$ cat config.mk
export PLATFORM = sky130hd
export DESIGN_NAME = msfsm_mealy_place_engine
export DESIGN_NICKNAME = d
export VERILOG_FILES = /design/src/rtl/msfsm_mealy_place_engine.sv
export SDC_FILE = /design/constraint.sdc
export NUM_CORES = 1
export LEC_CHECK = 0
export BUFFER_PORTS_ARGS = -buffer_cell sky130_fd_sc_hd__buf_2
export CAP_MARGIN = 5
export CORE_AREA = 2 2 39 41
export DETAILED_ROUTE_END_ITERATION = 6
export DIE_AREA = 0 0 41 43
export GPL_TIMING_DRIVEN = 0
export PLACE_DENSITY = 0.57
export SETUP_SLACK_MARGIN = 0.5
export SLEW_MARGIN = 20
export SYNTH_ARGS = -nofsm -noshare
export SYNTH_HDL_FRONTEND = slang
export SYNTH_SLANG_ARGS = --single-unit
$ cat constraint.sdc
create_clock -name clk -period 3.7 [get_ports clk]
set_input_delay 0.74 -clock clk [delete_from_list [all_inputs] [get_ports clk]]
set_output_delay 0.74 -clock clk [all_outputs]
set_load 0.01 [all_outputs]
$ cat src/rtl/msfsm_mealy_place_engine.sv
// ---------------------------------------------------------------------------
// msfsm_mealy_place_engine
//
// One component FSM of a multi-state-machine decomposition, built as a
// parametrised Mealy place/transition engine. The net structure (source and
// destination place of every transition, which transitions are output
// transitions, which input transitions need a barrier grant) comes entirely
// from parameter tables. The state is one-hot over places.
//
// Each cycle the lowest-index enabled transition fires. Its fire strobe and,
// for output transitions, its Mealy output pulse appear combinationally in
// the same cycle. On the clock edge the state moves to the destination
// place. A state found not one-hot fires nothing. It is forced back to
// INIT_PLACE on the next edge and raises a sticky illegal flag.
//
// Ports:
//   clk     in   system clock
//   reset   in   asynchronous, active-high reset
//   en      in   step enable (0 = stall, nothing fires, state holds)
//   in_sig  in   [NUM_TRANS]   trigger per transition (input transitions only)
//   tb      in   [NUM_TRANS]   transition-barrier grant per transition
//   out     out  [NUM_OUT]     Mealy output pulses (combinational)
//   place   out  [NUM_PLACES]  current one-hot state, fed to sibling FSMs
//   fire    out  [NUM_TRANS]   one-hot strobe of the transition firing now
//   illegal out  sticky flag, set once a non-one-hot state was seen
// ---------------------------------------------------------------------------
module msfsm_mealy_place_engine #(
  parameter int NUM_PLACES = 4,
  parameter int NUM_TRANS  = 5,
  parameter int NUM_OUT    = 2,
  parameter int PW         = $clog2(NUM_PLACES),
  parameter int OW         = ($clog2(NUM_OUT) > 0) ? $clog2(NUM_OUT) : 1,
  parameter int INIT_PLACE = 0,
  parameter logic [NUM_TRANS*PW-1:0] SRC_PLACE   = 10'h394,
  parameter logic [NUM_TRANS*PW-1:0] DST_PLACE   = 10'h039,
  parameter logic [NUM_TRANS-1:0]    IS_OUT_MASK = 5'b11000,
  parameter logic [NUM_TRANS*OW-1:0] OUT_IDX     = 5'b10000,
  parameter logic [NUM_TRANS-1:0]    TB_MASK     = 5'b00110
) (
  input  logic                  clk,
  input  logic                  reset,
  input  logic                  en,
  input  logic [NUM_TRANS-1:0]  in_sig,
  input  logic [NUM_TRANS-1:0]  tb,
  output logic [NUM_OUT-1:0]    out,
  output logic [NUM_PLACES-1:0] place,
  output logic [NUM_TRANS-1:0]  fire,
  output logic                  illegal
);

  localparam logic [NUM_PLACES-1:0] INIT_VEC =
    {{(NUM_PLACES-1){1'b0}}, 1'b1} << INIT_PLACE;

  // Table sanity checks at elaboration time.
  if (INIT_PLACE >= NUM_PLACES) begin : g_bad_init
    $error("INIT_PLACE %0d out of range", INIT_PLACE);
  end

  for (genvar g = 0; g < NUM_TRANS; g++) begin : g_check
    if (int'(SRC_PLACE[g*PW +: PW]) >= NUM_PLACES) begin : g_bad_src
      $error("SRC_PLACE field %0d out of range", g);
    end
    if (int'(DST_PLACE[g*PW +: PW]) >= NUM_PLACES) begin : g_bad_dst
      $error("DST_PLACE field %0d out of range", g);
    end
    if (IS_OUT_MASK[g] && (int'(OUT_IDX[g*OW +: OW]) >= NUM_OUT)) begin : g_bad_out
      $error("OUT_IDX field %0d out of range", g);
    end
  end

  logic [NUM_PLACES-1:0] state_q, state_d;
  logic                  illegal_q, illegal_d;

  logic                  state_legal;
  logic [NUM_TRANS-1:0]  guard;
  logic [NUM_TRANS-1:0]  enabled;
  logic                  found;
  logic [PW-1:0]         src_idx;
  logic [PW-1:0]         dst_idx;
  logic [OW-1:0]         out_idx;

  // Guards as whole-vector expressions: output transitions look only at the
  // barrier grant; input transitions need their trigger and, where masked,
  // the barrier grant as well.
  always_comb begin
    guard = (IS_OUT_MASK & tb) | (~IS_OUT_MASK & in_sig & (~TB_MASK | tb));
  end

  // Enabled set. Reset and a non-one-hot state both suppress every
  // transition so fire/out drop combinationally.
  always_comb begin
    state_legal = $onehot(state_q);
    enabled     = '0;
    src_idx     = '0;
    for (int t = 0; t < NUM_TRANS; t++) begin
      src_idx    = SRC_PLACE[t*PW +: PW];
      enabled[t] = en & state_q[src_idx] & guard[t] & state_legal & ~reset;
    end
  end

  // Priority pick (lowest index wins), Mealy outputs and next state.
  always_comb begin
    fire      = '0;
    out       = '0;
    found     = 1'b0;
    dst_idx   = '0;
    out_idx   = '0;
    state_d   = state_q;
    illegal_d = illegal_q;

    for (int t = 0; t < NUM_TRANS; t++) begin
      if (enabled[t] && !found) begin
        found   = 1'b1;
        fire[t] = 1'b1;
        dst_idx = DST_PLACE[t*PW +: PW];
        if (IS_OUT_MASK[t]) begin
          out_idx      = OUT_IDX[t*OW +: OW];
          out[out_idx] = 1'b1;
        end
      end
    end

    if (!state_legal) begin
      // Recovery happens on the next edge regardless of en.
      state_d   = INIT_VEC;
      illegal_d = 1'b1;
    end else if (found) begin
      state_d          = '0;
      state_d[dst_idx] = 1'b1;
    end
  end

  always_ff @(posedge clk or posedge reset) begin
    if (reset) begin
      state_q   <= INIT_VEC;
      illegal_q <= 1'b0;
    end else begin
      state_q   <= state_d;
      illegal_q <= illegal_d;
    end
  end

  assign place   = state_q;
  assign illegal = illegal_q;

endmodule

==> metrics <==
placed cell count 79; final setup fails 0; total clock sinks 5; crit start category register; nets@finish 89; P_int 0.2472 mW; global placement routability congestion 0.7276; Core ar. 1384 um^2; Die Height 43 um; drt pass-1 iters 2; launch point of the worst path place[0]; Critical R2R Capture place[3]; Peak VDD IR 0.3327 mV; area share of fa/ha/maj cells after synthesis 11.80%; leading area contributor after synthesis dfrtp_1; layout cell share with drive strength beyond 1 59.72%; final global-route overflow total 0; hold crit path type in -> async; worst skew pair latency 0.23 ns; sequential share of power 20.1%; critical path peak fanout 3; area growth from synthesis to layout 73.44%; Synthesized Nets 58; row count 14; routed wire length 956 um; CTS Root Cell clkbuf_4; first-pass GRT wire length 1524 um; clock-pin slew on the worst setup and hold paths 0.04 ns; crit path kind reg -> out; worst reg2reg path startpoint place[0]; mux share of post-synthesis cell area 0%; final hold violation count 0; Max Slew Vio Count 0; NetSw 0.1748 mW; largest net degree at the start of global routing 7; Placed Area 556.8 um^2; Clk pwr share 14.4%; Die Outline Area 1763 um^2; initial antenna violation count 0; post-synthesis sequential area ratio 33.11%; FF-to-FF setup slack 1.16 ns; number of global-route vias before repair 401; async set or reset register ratio after synthesis 100.0%; Synth Area in Compound Gates 13.44%; library cells used by synthesis 19; synth warn 0; Synth Flop Type dfrtp_1; final core utilization 47.83%; P per Cell Area 637.6 nW/um^2; EDFF count, synth 0; Leakage 0.3522 nW; Gate Count Post-Synth 42; Setup crit end kind output port; Cell Count, Final, Fillers Out 88; mapped cell area 381.6 um^2; combinational share of power 65.5%; via count 400; Starting Density 27.58%; Die X 41 um; top cells by area, synth dfrtp_1, dfstp_2, ha_1, nor4b_4, a21o_1; setup TNS 0 ns; DR WL/cell 10.86 um; CTS tree yes; DRC violations left 0; Net Sw Frac 41.43%; WP data arrival 2.67 ns; Post-synth top cells inv_1, nand2_1, dfrtp_1, nor3_1; largest family of logic cells by synthesized area simple AND/OR/NAND/NOR gates; area share of the largest cell type after synthesis 26.23%; status finished clean; post-layout min period 3.413 ns; Final Cycle Share 92.24%; XOR/XNOR Fraction of Synth Area 0%; DP Wirelength 802.5 um; Ports 25; H-tree depth 1; RSZ-0062 raised after global routing yes; Yosys reg bits 5; CTS Buf Count 3; worst-margin pin slew 0.4416 ns; antenna diode count 0; Post-DRT Antenna Nets 0; final instance area 661.9 um^2; Synth Area in Simple Gates 31.80%; PortBufs 21; Data required, critical path 2.96 ns; Syn Area/Cell 9.086 um^2; gr usage total 12.73%; Max-slew headroom 70.56%; Iter 0 DRT Violations 1; max frequency 293.0 MHz; clk buf depth 2; max cap viols 0; FF-to-FF path depth 11; clock skew 0.0002153 ns; vias per cell 4.545
==> critical path, stage by stage (launching register included) <==
cell and delay (ns):
dfstp_2 0.53, inv_2 0.03, fa_1 0.49, inv_2 0.05
ha_4 0.15, ha_4 0.24, nor3b_4 0.22, nand4_4 0.16
nor4b_4 0.32, buf_4 0.15, buf_6 0.09
==> cell families after synthesis <==
logic type                 Yosys count
AOI/OAI and AO/OA                    8
DFF                                  5
adders and majority gates            3
buffers and inverters                8
and+or+nand+nor                     18
==> metal layers <==
metal | routed length (um) | global-route usage [%] | part of all wire, %
met1 | 401 | 14.10 | 42
met4 | 14 | 8.000 | 1.5
met3 | 19 | 3.141 | 2.0
met5 | 0 | 0 | 0
met2 | 520 | 20.31 | 54
==> area by class of cell <==
cell class                 instances  area (um^2)
fill                             133        721.9
multi-input combinational         29        289.0
timing repair buffer              26        162.7
sequential                         5        126.4
clock buffer                       4        26.28
inverter                           6        22.52
tap                               16        20.02
buffer                             2        15.01
==> power by group through the flow <==
stage	clock [mW]	combinational, mW	sequential [mW]
3_5_place_dp	0	0.218	0.0887
3_3_place_gp	0	0.214	0.0886
6_report	0.0608	0.277	0.0846
2_1_floorplan	0	0.162	0.0910
4_1_cts	0.0631	0.274	0.0836
5_1_grt	0.0674	0.307	0.0869
==> state kept, by name, summed over array words and instances (netlist names) <==
name / count
place: 4
illegal: 1
==> timing repair <==
item                                    CTS  global route
hold buffers                              0             0
setup buffers                             5             0
pin swaps                                 4             3
gates resized for setup                   6             3
endpoints found under the setup margin    6             6
==> stage by stage <==
step,worst slack [ns],power (mW),hold WS [ns]
floorplan,0.4948,0.2529,0.5018
global route,0.1474,0.4612,0.4554
finish,0.2871,0.4220,0.4410
detailed placement,0.3932,0.3068,0.4439
global placement,0.4114,0.3023,0.4431
CTS,0.2367,0.4206,0.4410
==> worst max-delay path by stage <==
stage	to	slack, ns	depth (start not counted)
after floorplan	out[1]	0.49	9
after CTS	out[1]	0.24	10
after global placement	out[1]	0.41	10
after detailed placement	out[1]	0.39	10
after global routing	fire[2]	0.15	10
final	out[1]	0.29	10
==> cell usage in the layout (no fill, tap or decap), drive strengths merged <==
| cell | instances |
|---|---|
| fa | 1 |
| dfstp | 1 |
| nor3 | 4 |
| ha | 2 |
| o21ai | 1 |
| nor3b | 1 |
| nand4 | 1 |
| nor2 | 2 |
| a21oi | 3 |
| a21o | 3 |
| buf | 28 |
| clkbuf | 4 |
| nor4b | 2 |
| nand2b | 1 |
| or2b | 1 |
| dfrtp | 4 |
| inv | 6 |
| a311oi | 1 |
| nand2 | 6 |
No activity file was read; power rests on OpenSTA's default activity.
